`config.mk`:
```
export PLATFORM = sky130hd
export DESIGN_NAME = s32x_pwm_player_flat
export DESIGN_NICKNAME = d
export VERILOG_FILES = /design/src/rtl/s32x_pwm_player_pkg.sv /design/src/rtl/s32x_pwm_player_if.sv /design/src/rtl/s32x_pwm_fifo.sv /design/src/rtl/s32x_pwm_player.sv /design/src/flat_wrapper.sv
export SDC_FILE = /design/constraint.sdc
export NUM_CORES = 1
export LEC_CHECK = 0
export CORE_UTILIZATION = 30
export CTS_CLUSTER_DIAMETER = 30
export DETAILED_ROUTE_END_ITERATION = 8
export PLACE_DENSITY = 0.52
export SLEW_MARGIN = 15
export SYNTH_ARGS = -nofsm -noshare
export SYNTH_HDL_FRONTEND = slang
export SYNTH_SLANG_ARGS = --single-unit
```
`constraint.sdc`:
```
create_clock -name CLK -period 4.4 [get_ports CLK]
set_input_delay 0.66 -clock CLK [delete_from_list [all_inputs] [get_ports CLK]]
set_output_delay 0.66 -clock CLK [all_outputs]
set_load 0.01 [all_outputs]
```
`src/rtl/s32x_pwm_player_pkg.sv`:
```
// Shared constants, routing encoding and helpers for the 32X PWM playback path.
package s32x_pwm_player_pkg;

  localparam int PWM_FIFO_DEPTH = 3;
  localparam int PWM_PW_W       = 12;

  localparam logic [PWM_PW_W-1:0] PWM_CYCR_MAX = 12'hFFF;

  typedef enum logic [1:0] {
    PWM_OFF  = 2'b00,
    PWM_SAME = 2'b01,
    PWM_SWAP = 2'b10,
    PWM_INV  = 2'b11
  } pwm_route_t;

  // CYCR of 0 or 1 selects the longest period the counter can express.
  function automatic logic [PWM_PW_W-1:0] pwm_period(input logic [PWM_PW_W-1:0] cycr);
    return (cycr <= PWM_PW_W'(1)) ? PWM_CYCR_MAX : cycr - PWM_PW_W'(1);
  endfunction

  function automatic logic [PWM_PW_W-1:0] pwm_route(input pwm_route_t md,
                                                     input logic [PWM_PW_W-1:0] same_val,
                                                     input logic [PWM_PW_W-1:0] swap_val);
    case (md)
      PWM_SAME: return same_val;
      PWM_SWAP: return swap_val;
      default:  return '0;
    endcase
  endfunction

endpackage

```
`src/rtl/s32x_pwm_player_if.sv`:
```
// Register-side push strobes and FIFO status between the system register file and the PWM player.
interface s32x_pwm_player_if
  import s32x_pwm_player_pkg::*;
#(
  parameter int W = PWM_PW_W
);

  logic         LCH_WR;
  logic         RCH_WR;
  logic         MONO_WR;
  logic [W-1:0] WDATA;
  logic         L_FULL;
  logic         L_EMPTY;
  logic         R_FULL;
  logic         R_EMPTY;
  logic         M_FULL;
  logic         M_EMPTY;

  modport master (
    output LCH_WR, RCH_WR, MONO_WR, WDATA,
    input  L_FULL, L_EMPTY, R_FULL, R_EMPTY, M_FULL, M_EMPTY
  );

  modport slave (
    input  LCH_WR, RCH_WR, MONO_WR, WDATA,
    output L_FULL, L_EMPTY, R_FULL, R_EMPTY, M_FULL, M_EMPTY
  );

endinterface

```
`src/rtl/s32x_pwm_fifo.sv`:
```
// Small circular sample FIFO; a push into a full FIFO is kept only when a pop frees a slot that cycle.
module s32x_pwm_fifo
  import s32x_pwm_player_pkg::*;
#(
  parameter int DEPTH = PWM_FIFO_DEPTH,
  parameter int W     = PWM_PW_W
) (
  input  logic         clk,
  input  logic         rst,
  input  logic         push,
  input  logic         pop,
  input  logic [W-1:0] wdata,
  output logic [W-1:0] rdata,
  output logic         full,
  output logic         empty
);

  localparam int PTR_W = $clog2(DEPTH);
  localparam int CNT_W = $clog2(DEPTH + 1);

  logic [W-1:0]     mem_q [DEPTH];
  logic [PTR_W-1:0] rptr_q, rptr_d;
  logic [PTR_W-1:0] wptr_q, wptr_d;
  logic [CNT_W-1:0] count_q, count_d;
  logic             do_push;
  logic             do_pop;

  function automatic logic [PTR_W-1:0] ptr_inc(input logic [PTR_W-1:0] p);
    return (p == PTR_W'(DEPTH - 1)) ? '0 : p + PTR_W'(1);
  endfunction

  assign full    = (count_q == CNT_W'(DEPTH));
  assign empty   = (count_q == '0);
  assign rdata   = mem_q[rptr_q];
  assign do_pop  = pop && !empty;
  assign do_push = push && (!full || do_pop);

  // NOTE: every always_comb output gets a default first so no path leaves it unassigned (no latch).
  always_comb begin
    rptr_d  = rptr_q;
    wptr_d  = wptr_q;
    count_d = count_q;
    if (do_pop)  rptr_d = ptr_inc(rptr_q);
    if (do_push) wptr_d = ptr_inc(wptr_q);
    unique case ({do_push, do_pop})
      2'b10:   count_d = count_q + CNT_W'(1);
      2'b01:   count_d = count_q - CNT_W'(1);
      default: count_d = count_q;
    endcase
  end

  // NOTE: sequential state uses non-blocking assignments only.
  always_ff @(posedge clk) begin
    if (rst) begin
      rptr_q  <= '0;
      wptr_q  <= '0;
      count_q <= '0;
    end else begin
      rptr_q  <= rptr_d;
      wptr_q  <= wptr_d;
      count_q <= count_d;
    end
  end

  // NOTE: sample storage is not reset; the occupancy counter alone decides what is valid.
  always_ff @(posedge clk) begin
    if (do_push) mem_q[wptr_q] <= wdata;
  end

endmodule

```
`src/rtl/s32x_pwm_player.sv`:
```
// PWM playback: period counter, per-period FIFO pops, L/R routing, pulse outputs and the period timer interrupt.
module s32x_pwm_player
  import s32x_pwm_player_pkg::*;
#(
  parameter int FIFO_DEPTH = PWM_FIFO_DEPTH,
  parameter int PW_W       = PWM_PW_W
) (
  input  logic               CLK,
  input  logic               RST,
  input  logic               CE,
  input  logic [1:0]         LMD,
  input  logic [1:0]         RMD,
  input  logic [3:0]         TM,
  input  logic [PW_W-1:0]    CYCR,
  s32x_pwm_player_if.slave   bus,
  output logic [PW_W-1:0]    L_OUT,
  output logic [PW_W-1:0]    R_OUT,
  output logic               PWM_L,
  output logic               PWM_R,
  output logic               PWM_INT
);

  logic [PW_W-1:0] cnt_q, cnt_d;
  logic [PW_W-1:0] plen_q, plen_d;
  logic [PW_W-1:0] plen_cur;
  logic [4:0]      tcnt_q, tcnt_d;
  logic [PW_W-1:0] lval_q, lval_d, rval_q, rval_d;
  logic [PW_W-1:0] l_out_q, l_out_d, r_out_q, r_out_d;
  logic            pe_q, pe_d;
  logic            pwm_l_q, pwm_l_d, pwm_r_q, pwm_r_d;
  logic            int_q, int_d;

  logic            active, tick, period_end;
  logic            l_push, r_push;
  logic            l_full, l_empty, r_full, r_empty;
  logic [PW_W-1:0] l_rdata, r_rdata;

  assign active     = (pwm_route_t'(LMD) != PWM_OFF) || (pwm_route_t'(RMD) != PWM_OFF);
  assign tick       = CE && active;
  // The period length is captured on the first tick of each period, so CYCR edits land next period.
  assign plen_cur   = (cnt_q == '0) ? pwm_period(CYCR) : plen_q;
  assign period_end = tick && (cnt_q == plen_cur - PW_W'(1));

  assign l_push = bus.LCH_WR | bus.MONO_WR;
  assign r_push = bus.RCH_WR | bus.MONO_WR;

  s32x_pwm_fifo #(.DEPTH(FIFO_DEPTH), .W(PW_W)) u_fifo_l (
    .clk   (CLK),
    .rst   (RST),
    .push  (l_push),
    .pop   (period_end),
    .wdata (bus.WDATA),
    .rdata (l_rdata),
    .full  (l_full),
    .empty (l_empty)
  );

  s32x_pwm_fifo #(.DEPTH(FIFO_DEPTH), .W(PW_W)) u_fifo_r (
    .clk   (CLK),
    .rst   (RST),
    .push  (r_push),
    .pop   (period_end),
    .wdata (bus.WDATA),
    .rdata (r_rdata),
    .full  (r_full),
    .empty (r_empty)
  );

  always_comb begin
    cnt_d   = cnt_q;
    plen_d  = plen_q;
    tcnt_d  = tcnt_q;
    int_d   = 1'b0;
    lval_d  = lval_q;
    rval_d  = rval_q;
    pe_d    = period_end;

    if (tick) begin
      plen_d = plen_cur;
      cnt_d  = period_end ? '0 : cnt_q + PW_W'(1);
    end

    if (period_end) begin
      if (!l_empty) lval_d = l_rdata;
      if (!r_empty) rval_d = r_rdata;
      if (tcnt_q <= 5'd1) begin
        int_d  = 1'b1;
        tcnt_d = (TM == 4'd0) ? 5'd16 : {1'b0, TM};
      end else begin
        tcnt_d = tcnt_q - 5'd1;
      end
    end

    // Routing follows the pop by one cycle and reads the freshly latched samples.
    l_out_d = pe_q ? pwm_route(pwm_route_t'(LMD), lval_q, rval_q) : l_out_q;
    r_out_d = pe_q ? pwm_route(pwm_route_t'(RMD), rval_q, lval_q) : r_out_q;

    pwm_l_d = (cnt_q < l_out_q);
    pwm_r_d = (cnt_q < r_out_q);
  end

  always_ff @(posedge CLK) begin
    if (RST) begin
      cnt_q   <= '0;
      plen_q  <= PWM_CYCR_MAX;
      tcnt_q  <= '0;
      int_q   <= 1'b0;
      lval_q  <= '0;
      rval_q  <= '0;
      pe_q    <= 1'b0;
      l_out_q <= '0;
      r_out_q <= '0;
      pwm_l_q <= 1'b0;
      pwm_r_q <= 1'b0;
    end else begin
      cnt_q   <= cnt_d;
      plen_q  <= plen_d;
      tcnt_q  <= tcnt_d;
      int_q   <= int_d;
      lval_q  <= lval_d;
      rval_q  <= rval_d;
      pe_q    <= pe_d;
      l_out_q <= l_out_d;
      r_out_q <= r_out_d;
      pwm_l_q <= pwm_l_d;
      pwm_r_q <= pwm_r_d;
    end
  end

  assign L_OUT   = l_out_q;
  assign R_OUT   = r_out_q;
  assign PWM_L   = pwm_l_q;
  assign PWM_R   = pwm_r_q;
  assign PWM_INT = int_q;

  assign bus.L_FULL  = l_full;
  assign bus.L_EMPTY = l_empty;
  assign bus.R_FULL  = r_full;
  assign bus.R_EMPTY = r_empty;
  assign bus.M_FULL  = l_full | r_full;
  assign bus.M_EMPTY = l_empty & r_empty;

endmodule

```
`src/flat_wrapper.sv`:
```
// flat-port wrapper written by rule: the top's interface ports become plain ports
module s32x_pwm_player_flat import s32x_pwm_player_pkg::*;
#(
  parameter int FIFO_DEPTH = PWM_FIFO_DEPTH,
  parameter int PW_W       = PWM_PW_W
)
  (CLK, RST, CE, LMD, RMD, TM, CYCR, L_OUT, R_OUT, PWM_L, PWM_R, PWM_INT, bus_LCH_WR, bus_RCH_WR, bus_MONO_WR, bus_WDATA, bus_L_FULL, bus_L_EMPTY, bus_R_FULL, bus_R_EMPTY, bus_M_FULL, bus_M_EMPTY);
  s32x_pwm_player_if bus_i ();
  input  logic CLK;
  input  logic RST;
  input  logic CE;
  input  logic [1:0] LMD;
  input  logic [1:0] RMD;
  input  logic [3:0] TM;
  input  logic [PW_W-1:0] CYCR;
  output logic [PW_W-1:0] L_OUT;
  output logic [PW_W-1:0] R_OUT;
  output logic PWM_L;
  output logic PWM_R;
  output logic PWM_INT;
  input wire logic [$bits(bus_i.LCH_WR)-1:0] bus_LCH_WR;
  input wire logic [$bits(bus_i.RCH_WR)-1:0] bus_RCH_WR;
  input wire logic [$bits(bus_i.MONO_WR)-1:0] bus_MONO_WR;
  input wire logic [$bits(bus_i.WDATA)-1:0] bus_WDATA;
  output wire logic [$bits(bus_i.L_FULL)-1:0] bus_L_FULL;
  output wire logic [$bits(bus_i.L_EMPTY)-1:0] bus_L_EMPTY;
  output wire logic [$bits(bus_i.R_FULL)-1:0] bus_R_FULL;
  output wire logic [$bits(bus_i.R_EMPTY)-1:0] bus_R_EMPTY;
  output wire logic [$bits(bus_i.M_FULL)-1:0] bus_M_FULL;
  output wire logic [$bits(bus_i.M_EMPTY)-1:0] bus_M_EMPTY;
  assign bus_i.LCH_WR = bus_LCH_WR;
  assign bus_i.RCH_WR = bus_RCH_WR;
  assign bus_i.MONO_WR = bus_MONO_WR;
  assign bus_i.WDATA = bus_WDATA;
  assign bus_L_FULL = bus_i.L_FULL;
  assign bus_L_EMPTY = bus_i.L_EMPTY;
  assign bus_R_FULL = bus_i.R_FULL;
  assign bus_R_EMPTY = bus_i.R_EMPTY;
  assign bus_M_FULL = bus_i.M_FULL;
  assign bus_M_EMPTY = bus_i.M_EMPTY;
  s32x_pwm_player #(.FIFO_DEPTH(FIFO_DEPTH), .PW_W(PW_W)) u_core (.CLK(CLK), .RST(RST), .CE(CE), .LMD(LMD), .RMD(RMD), .TM(TM), .CYCR(CYCR), .bus(bus_i), .L_OUT(L_OUT), .R_OUT(R_OUT), .PWM_L(PWM_L), .PWM_R(PWM_R), .PWM_INT(PWM_INT));
endmodule
```
# After elaboration in Yosys (flattened, before gate mapping)
# Memories as Yosys holds them, arrays and structs flattened. A register that Yosys moved wholly into a read port is not among the register bits.
# Index checks and enable logic that the tools add are counted.
[totals]
regBits = 69
latch_bits = 0
ramBits = 72
romBits = 0
in_bits = 38
output_inout_bits = 33
word_cells = 97
mem_count = 2
[memory_table]
columns = ["name", "depth", "width", "read_ports", "rd_ports_with_merged_regs", "wr", "line_no", "text"]
rows = [
  ["u_core.u_fifo_l.mem_q", 3, 12, 1, 1, 1, "s32x_pwm_fifo.sv:21", "logic [W-1:0] mem_q [DEPTH];"],
  ["u_core.u_fifo_r.mem_q", 3, 12, 1, 1, 1, "s32x_pwm_fifo.sv:21", ""],
]
[classes]
add_sub_neg = 12
multipliers = 0
div_mod_pow = 0
magnitude_cmp = 4
eq_ne = 15
shifts = 0
mux = 18
bitwise_logic = 7
n_reduce_logical = 24
[op_table]
columns = ["op", "count"]
rows = [
  ["$pmux W12 S2", 2],
  ["$mux W12", 3],
  ["$lt A12 B12 Y1", 2],
  ["$sub A12 B1 Y12 const B", 2],
  ["$eq A2 B2 Y1 const B", 10],
  ["$add A12 B1 Y12 const B", 1],
  ["$add A2 B1 Y2 const B", 6],
  ["$eq A12 B12 Y1", 1],
  ["$le A12 B1 Y1 const B", 1],
  ["$logic_not A12 Y1", 1],
  ["$mux W5", 2],
  ["$eq A2 B1 Y1 const B", 4],
  ["$mux W2", 4],
  ["$pmux W2 S2", 2],
  ["$reduce_bool A2 Y1", 4],
  ["$logic_and A1 B1 Y1", 6],
  ["$le A5 B1 Y1 const B", 1],
  ["$mux W1", 5],
  ["$sub A5 B1 Y5 const B", 1],
  ["$logic_not A1 Y1", 4],
  ["$logic_not A2 Y1", 2],
  ["$logic_not A4 Y1", 1],
  ["$reduce_and A2 Y1", 2],
  ["$sub A2 B1 Y2 const B", 2],
  ["5 further kinds", 11],
]

# Logic depth before layout (Yosys ltp)
[logic_depth]
ltp_word = 11
depth_mapped = 18
depth_no_buf = 16

# Modules after synthesis
# A second synthesis with hierarchy kept.
[hier_totals]
cells_unflattened = 868
hier_area_um2 = 8652.0
[by_module_without_submodules]
columns = ["module", "instances", "cells_per_inst", "area_per_inst_um2", "seq_area_each_um2"]
rows = [
  ["s32x_pwm_player", 1, 643, 5301.3, 1621.6],
  ["s32x_pwm_fifo at u_core.u_fifo_l", 1, 114, 1681.6, 1241.2],
  ["s32x_pwm_fifo at u_core.u_fifo_r", 1, 111, 1669.1, 1241.2],
]

# Worst setup path before layout
# OpenSTA, ideal clock, no wires.
[synth_path]
path_type = "input to register"
start = "input CYCR[4]"
end = "memory u_core.u_fifo_l.mem_q[2][0] in the netlist's numbering (enable)"
setup_ps = 399
t_arrival_ps = 4245
required_time_ps = 4001
slack_ps = -244
path_stages = 14
n_path_buf = 1
path_cell_list = "nor4_2 -> o2111a_1 -> nor2_2 -> buf_4 -> o2bb2ai_1 -> ha_1 -> o21ai_2 -> a21oi_1 -> a311o_1 -> a211oi_2 -> nand4b_4 -> o21ai_1 -> nand2_1 -> nor3b_1"
[synth_via]
elab_chain_cells = 11
word_cells_on_any_way = 12
cone_classes = "add/sub (2); order compare (1); eq/ne (1); mux (4); reduce/logical (4)"
[synth_lines]
columns = ["item", "line_no", "text"]
rows = [
  ["start, declared", "flat_wrapper.sv:15", "input logic [PW_W-1:0] CYCR;"],
  ["$sub A12 B1 Y12 or $le A12 B1 Y1 (tied branches)", "s32x_pwm_player_pkg.sv:18", "return (cycr <= PWM_PW_W'(1)) ? PWM_CYCR_MAX : cycr - PWM_PW_W'(1);"],
  ["$mux W12 *", "s32x_pwm_player_pkg.sv:18", ""],
  ["$mux W12 *", "s32x_pwm_player.sv:41", "assign plen_cur = (cnt_q == '0) ? pwm_period(CYCR) : plen_q;"],
  ["$sub A12 B1 Y12 *", "s32x_pwm_player.sv:42", "assign period_end = tick && (cnt_q == plen_cur - PW_W'(1));"],
  ["$eq A12 B12 Y1 *", "s32x_pwm_player.sv:42", ""],
  ["$logic_and A1 B1 Y1 *", "s32x_pwm_player.sv:42", ""],
  ["$logic_and A1 B1 Y1 *", "s32x_pwm_fifo.sv:35", "assign do_pop = pop && !empty;"],
  ["$logic_or A1 B1 Y1 *", "s32x_pwm_fifo.sv:36", "assign do_push = push && (!full || do_pop);"],
  ["$logic_and A1 B1 Y1 *", "s32x_pwm_fifo.sv:36", ""],
  ["$mux W1 *", "s32x_pwm_fifo.sv:67", "if (do_push) mem_q[wptr_q] <= wdata;"],
  ["$mux W1 (implied by the code) *", "s32x_pwm_fifo.sv:67", ""],
  ["end, declared", "s32x_pwm_fifo.sv:21", ""],
]
# Mark *: on every way between the ends. The rest lies on a longest branch, timed or not.

# Worst setup path in the final report
[layout_path]
start = "input CYCR[0]"
end = "memory u_core.u_fifo_r.mem_q[2][6] in the netlist's numbering (enable)"
[layout_via]
elab_chain_cells = 11
word_cells_on_any_way = 12
cone_classes = "add/sub (2); order compare (1); eq/ne (1); mux (4); reduce/logical (4)"
[layout_lines]
columns = ["item", "line_no"]
rows = [
  ["$sub A12 B1 Y12 or $le A12 B1 Y1 (tied branches)", "s32x_pwm_player_pkg.sv:18"],
  ["$mux W12 *", "s32x_pwm_player_pkg.sv:18"],
  ["$mux W12 *", "s32x_pwm_player.sv:41"],
  ["$sub A12 B1 Y12 *", "s32x_pwm_player.sv:42"],
  ["$eq A12 B12 Y1 *", "s32x_pwm_player.sv:42"],
  ["$logic_and A1 B1 Y1 *", "s32x_pwm_player.sv:42"],
  ["$logic_and A1 B1 Y1 *", "s32x_pwm_fifo.sv:35"],
  ["$logic_or A1 B1 Y1 *", "s32x_pwm_fifo.sv:36"],
  ["$logic_and A1 B1 Y1 *", "s32x_pwm_fifo.sv:36"],
  ["$mux W1 *", "s32x_pwm_fifo.sv:67"],
  ["$mux W1 (implied by the code) *", "s32x_pwm_fifo.sv:67"],
  ["end, declared", "s32x_pwm_fifo.sv:21"],
]
# Marks and branches as above.

==> flow_summary.ini <==
[route]
antenna_left = 0
wl_um = 20400
vias = 6192
drcViolationCount = 0
routed_via_density = 4.77
drtIter0Drc = 365
wl_per_cell_um = 15.8
drt_first_pass_iters = 5

[timing]
clock.fmax_mhz = 243
worst_pin_slew_ns = 0.826
slew_headroom_pct = 44.9
rsz0062_at_grt = no
period_minus_slack_ns = 4.12
maxSlewViolCount = 0
fin_worst_skew_ns = 0.0126
hold-worst-slack_ns = 0.476
finalHoldViolCount = 0
setup_violations = 0
fin_crit_sh_pct = 93.5

[setup_path]
cp_slowest_cell = clkdlybuf4s50_1
path_cells = clkdlybuf4s50_1 -> inv_1 -> ha_1 -> o2111a_1 -> nor2_2 -> nand2_1 -> o21ai_0 -> ha_1 -> o21ai_2 -> a21oi_1 -> xnor2_1 -> a211oi_2 -> nand4b_4 -> o21ai_1 -> nand2_1 -> nor3b_2 -> buf_4
cp-end-kind = register
startpoint_type = input port
crit_required_ns = 4.53
cp_max_fo = 12
r2r_slack_ns = 0.41
max_stage_delay_ns = 0.55
crit_type = input port to register
crit_arrival_ns = 4.24

[clock_network]
cts_buffer_depth = 2
numClockSinks = 165
cts_resized = 0
cts-hold-fix-buffers = 0
htree_levels = 4
clk_pin_slew_ns = 0.08
numCtsBuffers = 17
cts_setup_buffers = 0
cts_root_buf = clkbuf_16
cts_tree = done
clock_latency_ns = 0.43

[synth]
synth_top_area_share_pct = 25.9
syn_inst = 818
synthFlopType = dfxtp_1
synth_area_um2 = 8340
synth-seq-area-share_pct = 48.3
yosysMostFrequentCell = nor2_1
yosysWarnings = 0
synthTopCellsByCount = nor2_1, dfxtp_1, edfxtp_1, nand2_1, mux2i_1
async_reset_ff_share_pct = 0
synth_nets = 891
ys_types = 74
synth_top_cell_by_area = edfxtp_1
ys_ff_latch = 165
synth_edf_count = 72
ys_top_cells_by_area = edfxtp_1, dfxtp_1, mux2i_1, ha_1, nor2_1
syn_area_per_cell_um2 = 10.2

[grt]
grt_pass1_wl_um = 33100
grt_pass1_vias = 6006
antenna_found_initial = 1
grt_start_max_net_pins = 47
grt-ovfl-total = 0
grt_use_total_pct = 15.0

[power]
power_leakage_nw = 3.64
powerDensity_nw_per_um2 = 350
ir_drop_v = 0.000292

[place]
place_congestion = 0.803
port_buffers = 70
dp.cells = 1265
hpwl_um = 15300

[final_layout]
drive_gt1_share_pct = 11.7
stdcell_count = 1297
fin_nets = 985
antennaDiodeCount = 0
syn2layout_area_growth_pct = 23.6

[status]
status = finished, final reports clean

[floorplanning]
die_area_um2 = 28500
start_util_pct = 30.8
core_area_um2 = 27100
die_h_um = 169
rows = 60
ios = 71
die_w_um = 169

[run]
maxCapViolCount = 0

[hold_path]
hold_path_class = register to register
## power by group
group	internal, mW	switching [mW]	total [mW]
logic	0.189	0.247	0.437
clock network	0.763	0.699	1.46
registers	1.68	0.0345	1.71
total	2.63	0.981	3.61
## registers in the layout, indices dropped and copies added (netlist names), 2 cells and up
name and count:
u_core.L_OUT 12, u_core.R_OUT 12, u_core.cnt_q 12, u_core.lval_q 12
u_core.plen_q 12, u_core.rval_q 12, u_core.tcnt_q 5, u_core.u_fifo_l.count_q 2
u_core.u_fifo_l.mem_q 36, u_core.u_fifo_l.rptr_q 2, u_core.u_fifo_l.wptr_q 2, u_core.u_fifo_r.count_q 2
u_core.u_fifo_r.mem_q 36, u_core.u_fifo_r.rptr_q 2, u_core.u_fifo_r.wptr_q 2
## through the flow
| stage | area, µm² | worst slack (ns) | total power [mW] | setup TNS, ns | util [%] |
|---|---|---|---|---|---|
| 4_1_cts | 10300 | 0.309 | 3.66 | 0 | 38.0 |
| 2_1_floorplan | 8370 | 0.147 | 1.99 | 0 | - |
| 5_1_grt | 10300 | 0.0383 | 3.78 | 0 | 38.0 |
| 6_report | 10300 | 0.284 | 3.61 | 0 | 38.0 |
| 3_5_place_dp | 9730 | -0.131 | 2.19 | -5.56 | 35.9 |
| 3_3_place_gp | 9730 | -0.0184 | 2.19 | -0.215 | 35.9 |
## final timing paths
kind,from,end,cells after the start
max reg2reg,u_core.cnt_q[1]$_SDFFE_PP0P_,u_core.u_fifo_r.mem_q[2][6]$_DFFE_PP_,15
min reg2reg,u_core.plen_q[10]$_SDFFE_PP1P_,u_core.plen_q[10]$_SDFFE_PP1P_,2
min,u_core.plen_q[10]$_SDFFE_PP1P_,u_core.plen_q[10]$_SDFFE_PP1P_,2
max,CYCR[0],u_core.u_fifo_r.mem_q[2][6]$_DFFE_PP_,17
## cells in the final DEF (no fill, tap or decap), types with 13 or more instances in the layout
| cell type | instances |
|---|---|
| a21oi_1 | 23 |
| nor2_1 | 94 |
| edfxtp_1 | 72 |
| inv_1 | 35 |
| a22o_1 | 24 |
| nand2_1 | 69 |
| xnor2_1 | 13 |
| buf_4 | 42 |
| a2bb2oi_1 | 23 |
| ha_1 | 35 |
| o21ai_0 | 39 |
| clkdlybuf4s50_1 | 69 |
| dfxtp_1 | 93 |
| nor3_1 | 17 |
| mux2i_1 | 59 |
| clkbuf_16 | 17 |
## layer usage
layer | vias up | track usage (%) | wire length (µm)
li1 | 3186 | - | -
met1 | 2874 | 21.5 | 10500
met2 | 113 | 22.9 | 8980
met3 | 19 | 2.92 | 661
met4 | 0 | 4.23 | 274
met5 | - | 0 | 0
## logic make-up (layout without fill, tap and decap cells)
kind of cell               after synthesis  count (layout)  share of synthesized area (%)
and+or+nand+nor                        278             278                           17.2
buffers and inverters                   76             183                           3.87
AOI/OAI and AO/OA                      180             180                           15.7
xor gates and xnor gates                24              24                           2.52
DFF                                    165             165                           48.3
adders and majority gates               35              35                           5.25
muxes                                   60              60                           7.22
## layout make-up
class | count | area, µm²
sequential | 165 | 4020
clock buffer | 18 | 429
clock inverter | 14 | 149
timing repair buffer | 116 | 1090
multi-input combinational | 577 | 4020
fill | 2696 | 16800
tap | 372 | 465
inverter | 35 | 131
## critical path: cells and delay by family
kind	cells	cell delay, ns
and+or+nand+nor	5	0.67
buffers and inverters	3	0.82
adders and majority gates	2	0.50
xor gates and xnor gates	1	0.14
AOI/OAI and AO/OA	6	1.42
No activity file was read; power rests on OpenSTA's default activity.
